## src/rtl/prescaled_counter_pkg.sv

```systemverilog
// prescaled_counter_pkg: mode encodings and width helper shared by the counter files
package prescaled_counter_pkg;
  typedef enum logic [1:0] {
    MODE_UP     = 2'b00,
    MODE_DOWN   = 2'b01,
    MODE_BOUNCE = 2'b10,
    MODE_HOLD   = 2'b11
  } mode_t;
  function automatic int clog2(input int n);
    int r;
    r = 0;
    while ((1 << r) < n) r++;
    return (r < 1) ? 1 : r;
  endfunction
endpackage

```

## src/rtl/prescaled_counter_if.sv

```systemverilog
// prescaled_counter_if: control (EN, MODE, LOAD, LOAD_VAL) and status (COUNT, TICK, TC, DIR) bundle
interface prescaled_counter_if #(parameter int WIDTH = 8);
  logic             EN;
  logic [1:0]       MODE;
  logic             LOAD;
  logic [WIDTH-1:0] LOAD_VAL;
  logic [WIDTH-1:0] COUNT;
  logic             TICK;
  logic             TC;
  logic             DIR;
  modport master (output EN, MODE, LOAD, LOAD_VAL, input COUNT, TICK, TC, DIR);
  modport slave (input EN, MODE, LOAD, LOAD_VAL, output COUNT, TICK, TC, DIR);
endinterface

```

## src/rtl/prescaled_counter_prescaler.sv

```systemverilog
// tick_prescaler: divides MCLK by CLK_HZ/TICK_HZ; in MCLK, RESET, EN, CLR; out TICK_EN (step strobe)
module tick_prescaler
  import prescaled_counter_pkg::*;
#(
  parameter int CLK_HZ  = 50_000_000,
  parameter int TICK_HZ = 1
) (
  input  logic MCLK,
  input  logic RESET,
  input  logic EN,
  input  logic CLR,
  output logic TICK_EN
);
  localparam int DIV = CLK_HZ / TICK_HZ;
  localparam int PW = clog2(DIV);
  localparam logic [PW-1:0] LAST = PW'(DIV - 1);
  if (DIV < 1) begin : g_bad_div
    $error("tick_prescaler: CLK_HZ/TICK_HZ must be at least 1");
  end
  logic [PW-1:0] r_cnt;
  assign TICK_EN = EN && (r_cnt == LAST);
  always_ff @(posedge MCLK)
    if (RESET || CLR) r_cnt <= '0;
    else if (EN) r_cnt <= TICK_EN ? '0 : r_cnt + PW'(1);
endmodule

```

## src/rtl/prescaled_counter.sv

```systemverilog
// prescaled_counter: prescaled WIDTH-bit up/down/bounce/hold counter; in MCLK, RESET, bus.EN/MODE/LOAD/LOAD_VAL; out bus.COUNT/TICK/TC/DIR
module prescaled_counter
  import prescaled_counter_pkg::*;
#(
  parameter int CLK_HZ  = 50_000_000,
  parameter int TICK_HZ = 1,
  parameter int WIDTH   = 8
) (
  input  logic MCLK,
  input  logic RESET,
  prescaled_counter_if.slave bus
);
  localparam logic [WIDTH-1:0] MAX = '1;
  logic             w_step;
  logic             w_up;
  logic             w_at_end;
  logic             w_bounce;
  logic             w_tc;
  logic             w_nbdir;
  logic             w_dir;
  logic [WIDTH-1:0] w_count;
  mode_t            w_mode;
  logic [WIDTH-1:0] r_count;
  logic             r_tick;
  logic             r_tc;
  logic             r_bdir;
  logic             r_dir;
  tick_prescaler #(.CLK_HZ(CLK_HZ), .TICK_HZ(TICK_HZ)) u_prescaler (
    .MCLK   (MCLK),
    .RESET  (RESET),
    .EN     (bus.EN),
    .CLR    (bus.LOAD),
    .TICK_EN(w_step)
  );
  always_comb begin
    w_mode   = mode_t'(bus.MODE);
    w_up     = (w_mode == MODE_UP) || (w_mode == MODE_BOUNCE && r_bdir);
    w_at_end = w_up ? (r_count == MAX) : (r_count == '0);
    w_bounce = (w_mode == MODE_BOUNCE) && w_at_end;
    w_tc     = (w_mode != MODE_HOLD) && w_at_end;
    w_count  = (w_mode == MODE_HOLD) ? r_count :
               w_bounce ? (w_up ? MAX - WIDTH'(1) : WIDTH'(1)) :
               w_up ? r_count + WIDTH'(1) : r_count - WIDTH'(1);
    w_nbdir  = (w_step && !bus.LOAD && w_bounce) ? ~r_bdir : r_bdir;
    w_dir    = (w_mode == MODE_UP) ? 1'b1 : (w_mode == MODE_DOWN) ? 1'b0 : w_nbdir;
  end
  always_ff @(posedge MCLK)
    if (RESET) begin
      r_count <= '0;
      r_tick  <= 1'b0;
      r_tc    <= 1'b0;
      r_bdir  <= 1'b1;
      r_dir   <= 1'b0;
    end else begin
      r_bdir  <= w_nbdir;
      r_dir   <= w_dir;
      r_count <= bus.LOAD ? bus.LOAD_VAL : w_step ? w_count : r_count;
      r_tick  <= !bus.LOAD && w_step;
      r_tc    <= !bus.LOAD && w_step && w_tc;
    end
  assign bus.COUNT = r_count;
  assign bus.TICK  = r_tick;
  assign bus.TC    = r_tc;
  assign bus.DIR   = r_dir;
endmodule

```

## src/flat_wrapper.sv

```systemverilog
// flat-port wrapper written by rule: the top's interface ports become plain ports
module prescaled_counter_flat import prescaled_counter_pkg::*;
#(
  parameter int CLK_HZ  = 50_000_000,
  parameter int TICK_HZ = 1,
  parameter int WIDTH   = 8
)
  (MCLK, RESET, bus_EN, bus_MODE, bus_LOAD, bus_LOAD_VAL, bus_COUNT, bus_TICK, bus_TC, bus_DIR);
  prescaled_counter_if #(.WIDTH(WIDTH)) bus_i ();
  input  logic MCLK;
  input  logic RESET;
  input wire logic [$bits(bus_i.EN)-1:0] bus_EN;
  input wire logic [$bits(bus_i.MODE)-1:0] bus_MODE;
  input wire logic [$bits(bus_i.LOAD)-1:0] bus_LOAD;
  input wire logic [$bits(bus_i.LOAD_VAL)-1:0] bus_LOAD_VAL;
  output wire logic [$bits(bus_i.COUNT)-1:0] bus_COUNT;
  output wire logic [$bits(bus_i.TICK)-1:0] bus_TICK;
  output wire logic [$bits(bus_i.TC)-1:0] bus_TC;
  output wire logic [$bits(bus_i.DIR)-1:0] bus_DIR;
  assign bus_i.EN = bus_EN;
  assign bus_i.MODE = bus_MODE;
  assign bus_i.LOAD = bus_LOAD;
  assign bus_i.LOAD_VAL = bus_LOAD_VAL;
  assign bus_COUNT = bus_i.COUNT;
  assign bus_TICK = bus_i.TICK;
  assign bus_TC = bus_i.TC;
  assign bus_DIR = bus_i.DIR;
  prescaled_counter #(.CLK_HZ(CLK_HZ), .TICK_HZ(TICK_HZ), .WIDTH(WIDTH)) u_core (.MCLK(MCLK), .RESET(RESET), .bus(bus_i));
endmodule
```

## config.mk

```make
export PLATFORM = sky130hd
export DESIGN_NAME = prescaled_counter_flat
export DESIGN_NICKNAME = d
export VERILOG_FILES = /design/src/rtl/prescaled_counter_pkg.sv /design/src/rtl/prescaled_counter_if.sv /design/src/rtl/prescaled_counter_prescaler.sv /design/src/rtl/prescaled_counter.sv /design/src/flat_wrapper.sv
export SDC_FILE = /design/constraint.sdc
export NUM_CORES = 1
export LEC_CHECK = 0
export ABC_AREA = 1
export BUFFER_PORTS_ARGS = -buffer_cell sky130_fd_sc_hd__buf_4
export CAP_MARGIN = 10
export CORE_UTILIZATION = 58
export CTS_CLUSTER_DIAMETER = 50
export DETAILED_ROUTE_END_ITERATION = 16
export PLACE_DENSITY = 0.78
export SETUP_SLACK_MARGIN = 0.1
export SLEW_MARGIN = 20
export SYNTH_ARGS = -nofsm -noshare
export SYNTH_HDL_FRONTEND = slang
export SYNTH_SLANG_ARGS = --single-unit
```

## constraint.sdc

```tcl
create_clock -name MCLK -period 2 [get_ports MCLK]
set_input_delay 0.1 -clock MCLK [delete_from_list [all_inputs] [get_ports MCLK]]
set_output_delay 0.1 -clock MCLK [all_outputs]
set_load 0.05 [all_outputs]
```

After elaboration in Yosys (flattened, before gate mapping)

Cells that the tools add are included.

Bits of input ports: 14
Register bits after elaboration: 38
Output and inout port bits: 11
Logic and storage cells: 42

Multiplexer cells: 11
Eq/ne operators: 7
Bitwise logic cells: 1
Add/subtract/negate cells: 3
Reductions and logical operators: 14

Operator list:

| cell                                             | number |
|---|---|
| 2-to-1 mux 8 bit                                 | 6 |
| adder 26 x 1 -> 26 bit, second input constant    | 1 |
| == test 26 bit, second input constant            | 1 |
| 2-to-1 mux 26 bit                                | 1 |
| adder 8 x 1 -> 8 bit, second input constant      | 1 |
| == test 8 bit, second input constant             | 1 |
| logical NOT 8 bit                                | 1 |
| subtractor 8 x 1 -> 8 bit, second input constant | 1 |
| logical AND 1 bit                                | 7 |
| == test 2 bit, second input constant             | 2 |
| 2-to-1 mux 1 bit                                 | 4 |
| != test 2 bit, second input constant             | 2 |
| == test 2 x 1 -> 1 bit, second input constant    | 1 |
| logical NOT 2 bit                                | 1 |
| logical OR 1 bit                                 | 2 |
| AND reduction 2 bit                              | 1 |
| nonzero test 2 bit                               | 1 |
| logical NOT 1 bit                                | 1 |
| inverter 1 bit                                   | 1 |

Logic depth before layout (Yosys ltp)

Depth after elaboration: 9
Gate-level depth with buffers: 17
Depth with buffers taken out: 16

By module

A second synthesis with hierarchy kept.

Cell total of the unflattened synthesis: 392
Area, all modules: 2,522.4 um^2

By module, submodules not included:

| module            | cells an instance | area an instance (um^2) | sequential area each (um^2) | times used |
|---|---|---|---|---|
| tick_prescaler    | 242               | 1,570.3                 | 520.5                       | 1 |
| prescaled_counter | 150               | 952.2                   | 240.2                       | 1 |

Worst setup path before layout

Ideal clock, no wire load.

Path kind: reg2reg
From: register u_core.r_count[1], in the netlist u_core.bus.COUNT[1]
To: register u_core.r_count[2], in the netlist u_core.bus.COUNT[2]
Library setup time: 0.070 ns
Required time: 1.930 ns
Arrival time: 1.664 ns
Clock period less this slack: 1.734 ns
Setup slack: 0.266 ns
Cell stages (with the launch flop): 11
Buffers on the path: 0
Cell sequence: dfxtp_1 -> nand2_2 -> nand2_1 -> inv_1 -> ha_1 -> inv_1 -> nand2_1 -> xor2_1 -> o21ai_0 -> o21ai_1 -> a21oi_1

Cells in the longest elaborated chain, start to end: 7
Elaborated cells on any way between the ends: 11
Classes of those cells: add/sub: 2; eq/ne: 1; mux: 6; reduce/logical: 2

Ends and longest elaborated chain:

| what                                                              | RTL line                | source |
|---|---|---|
| from (decl)                                                       | prescaled_counter.sv:23 | `logic [WIDTH-1:0] r_count;` |
| from (signal assigned)                                            | prescaled_counter.sv:57 | `r_count <= bus.LOAD ? bus.LOAD_VAL : w_step ? w_count : r_count;` |
| branches (longest 3 deep; another with subtractor 8 x 1 -> 8 bit) | -                       |  |
| 2-to-1 mux 8 bit (*)                                              | prescaled_counter.sv:42 | `w_bounce ? (w_up ? MAX - WIDTH'(1) : WIDTH'(1)) :` |
| 2-to-1 mux 8 bit (*)                                              | prescaled_counter.sv:41 | `w_count = (w_mode == MODE_HOLD) ? r_count :` |
| 2-to-1 mux 8 bit (*) (2 in series)                                | prescaled_counter.sv:57 |  |

Every way passes the cells marked *. The select of a mux whose other input is x is not followed.
A chain may end at the register's enable or synchronous reset.

Worst setup path in the final report

From: register u_core.u_prescaler.r_cnt[1]
To: register u_core.u_prescaler.r_cnt[23]

Cells in the longest elaborated chain, start to end: 3
Elaborated cells on any way between the ends: 4
Classes of those cells: add/sub: 1; eq/ne: 1; mux: 1; reduce/logical: 1

Ends and longest elaborated chain:

| what                                                           | RTL line                          | source |
|---|---|---|
| from (decl)                                                    | prescaled_counter_prescaler.sv:20 | `logic [PW-1:0] r_cnt;` |
| from (signal assigned)                                         | prescaled_counter_prescaler.sv:24 | `else if (EN) r_cnt <= TICK_EN ? '0 : r_cnt + PW'(1);` |
| branches (longest 2 deep; another with adder 26 x 1 -> 26 bit) | -                                 |  |
| 2-to-1 mux 26 bit (*)                                          | prescaled_counter_prescaler.sv:24 |  |

Every way passes the cells marked *.

==> reports/summary.txt <==
Initial antenna violation count - 0
Die W - 64.9 um
Final wirelength - 6030 um
Mapped Area - 0.00230 mm^2
Syn Nets - 367
Worst Path Max Fanout - 10
GRT Total Usage - 0.290
Worst-Skew Late Latency - 0.29 ns
CP Launch Type - flop
Post-route cell area - 0.00279 mm^2
Syn_area_per_cell - 6.54 um^2
Via density - 5.54
Number of global-route vias before repair - 2151
Peak supply drop - 0.541 mV
HP Class - in -> reg
Post-DP HPWL - 4570 um
# DRC - 0
Multi-input gate area - 0.00138 mm^2
Fin Setup TNS - 0 ns
Initial core utilization - 0.618
Max Cap Violations - 0
Num ports - 25
Clk buf depth - 2
Pwr Total - 1.74 mW
Fin. Hold Viols - 0
Die Span Y - 64.9 um
Fin util - 0.750
Final nets - 406
Met3 Resource Use GR - 0.0599
Area of the die - 0.00422 mm^2
H-tree depth - 2
Yosys warnings - 0
Required time worst endpoint - 2.24 ns
Port bufs - 24
Status - finished, final reports clean
#FFs+latches synth - 38
CTS tree - built
Relative slew slack - 0.623
LEAKAGE - 1.23 nW
Seq/Total Area, Yosys - 0.331
Critical path type - reg -> reg
Post-route ant nets - 0
Final period util - 0.882
Syn-to-layout area delta - 21.4%
# fillers - 327
Gr busiest metal - met2
# rows - 22
Min cycle time layout - 1.76 ns
DR iter-0 viols - 254
Vias after detailed routing - 2431
RSZ-0062 raised after global routing - no
Clock net sink count - 38
Synth Instances - 351
Core Area - 0.00372 mm^2
Met2 Use GR - 0.526
Setup Skew - 0.0107 ns
CTS clk-pin slew, worst paths - 0.08 ns
FF/Latch Area - 763 um^2
First-pass DRT Iterations - 6
Share of cells above drive strength 1 - 0.217
CP Capture Type - flop
Largest net degree at the start of global routing - 14
GR met1 Demand/Resource - 0.340
CTS Hold Buffers Added - 0
Root buffer cell - clkbuf_8
Fmax - 567 MHz
Distinct cells, synth - 35
Drt wl/cell - 13.7 um
Remaining global-route overflow - 0
CTS Buf Count - 5
DP Area - 0.00256 mm^2
First-pass GRT wire length - 9450 um
R2r setup slk - 0.24 ns
Endpoints failing setup - 0
Power Dens Cells - 625 mW/mm^2
Critical path arrival - 2.00 ns
Worst Tran Pin Value - 0.565 ns
N_diodes - 0
GP Congestion - 0.938
Min Hold Slack - 0.0183 ns
Final slew viol count - 0
-- power by group --
group / switching [mW] / internal [mW] / leakage (nW)
clock network: 0.280 / 0.367 / 0.0579
registers: 0.0256 / 0.772 / 0.309
logic: 0.192 / 0.107 / 0.862
-- layout by cell type (no fill, tap or decap), drive strengths merged, types with 2 or more instances in the layout --
| master | count |
|---|---|
| a21oi | 23 |
| buf | 35 |
| clkbuf | 5 |
| clkinv | 3 |
| dfxtp | 38 |
| ha | 2 |
| inv | 56 |
| nand2 | 85 |
| nand3 | 35 |
| nand4 | 14 |
| nor2 | 39 |
| nor3 | 15 |
| nor3b | 2 |
| nor4 | 3 |
| o21a | 5 |
| o21ai | 18 |
| xor2 | 4 |
-- worst max-delay path, cell delays in order (launching register included) --
cell	delay, ns
dfxtp_2	0.34
ha_4	0.16
nand3_1	0.07
nor2_1	0.04
inv_1	0.05
nor2_2	0.04
nand4_1	0.15
inv_2	0.10
nor2_2	0.23
clkinv_2	0.22
a21oi_1	0.16
o21a_1	0.14
-- timing repair --
action,in CTS,in global routing
pin swaps,1,4
buffers inserted,0,4
endpoints found under the setup margin,11,18
resized for setup,2,16
-- area by class of cell --
cell class              instances  area share
clock buffers                   5      0.0247
clock inverters                 3      0.0144
inverters                      57      0.0772
multi-input cells             253       0.494
flip-flops and latches         38       0.274
well taps                      48      0.0215
repair buffers                 35      0.0943
-- stage by stage --
step           std cells  worst slack (ns)
2_1_floorplan        351             0.266
3_3_place_gp         427            0.0353
3_5_place_dp         427           -0.0638
4_1_cts              435             0.119
5_1_grt              439            0.0696
6_report             439             0.235
-- sequential cells by signal (all words and copies together), names as in the netlist --
signal	flops
u_core.r_bdir	1
u_core.bus.TC	1
u_core.bus.DIR	1
u_core.bus.TICK	1
u_core.bus.COUNT	8
u_core.u_prescaler.r_cnt	26
-- final timing paths --
kind                                    start                           end  cells past startpoint
setup / recovery  u_core.u_prescaler.r_cnt[1]  u_core.u_prescaler.r_cnt[23]                     11
hold / removal                          RESET           u_core.bus.COUNT[0]                      2
setup reg to reg  u_core.u_prescaler.r_cnt[1]  u_core.u_prescaler.r_cnt[23]                     11
hold reg to reg   u_core.u_prescaler.r_cnt[0]   u_core.u_prescaler.r_cnt[0]                      1
-- layer usage --
metal / up-vias / part of all wire / wire [um]
li1: 1227 / - / -
met2: 99 / 0.51 / 3070
met1: 1092 / 0.42 / 2520
met4: 0 / 0.013 / 80
met5: - / 0 / 0
met3: 13 / 0.059 / 357
-- cells in the mapped netlist --
cell type	count	area, um^2
dfxtp_1	38	761
nand3_2	1	10.0
nand4_2	1	12.5
nand3_1	34	170
buf_2	1	5.00
nor4_1	2	12.5
o21ai_0	15	75.1
nor3_2	2	20.0
a41oi_1	1	8.76
clkbuf_1	1	3.75
or2_2	1	6.26
a21oi_1	23	115
o21a_1	5	37.5
nand2_2	15	93.8
xor2_1	4	35.0
inv_2	4	15.0
o31ai_1	1	7.51
a31oi_1	1	6.26
nor4_2	1	12.5
nor3b_1	2	15.0
buf_12	1	20.0
o21bai_2	1	11.3
clkinv_1	1	3.75
o211ai_1	1	7.51
nor2_2	3	18.8
nand2_4	2	22.5
ha_1	2	25.0
a211oi_1	1	7.51
o221a_2	1	11.3
nand2_1	68	255
nand4_1	13	81.3
inv_1	52	195
nor3_1	13	65.1
o21ai_1	3	15.0
nor2_1	36	135
-- cell families after synthesis --
| logic type | count (synthesis) | synth area share |
|---|---|---|
| buffers and inverters | 60 | 0.106 |
| AO/OA/AOI/OAI | 53 | 0.132 |
| adder cells (fa/ha/maj) | 2 | 0.0109 |
| flip-flops | 38 | 0.331 |
| XOR/XNOR | 4 | 0.0152 |
| AND/OR/NAND/NOR | 194 | 0.405 |
No activity file was read; power rests on OpenSTA's default activity.
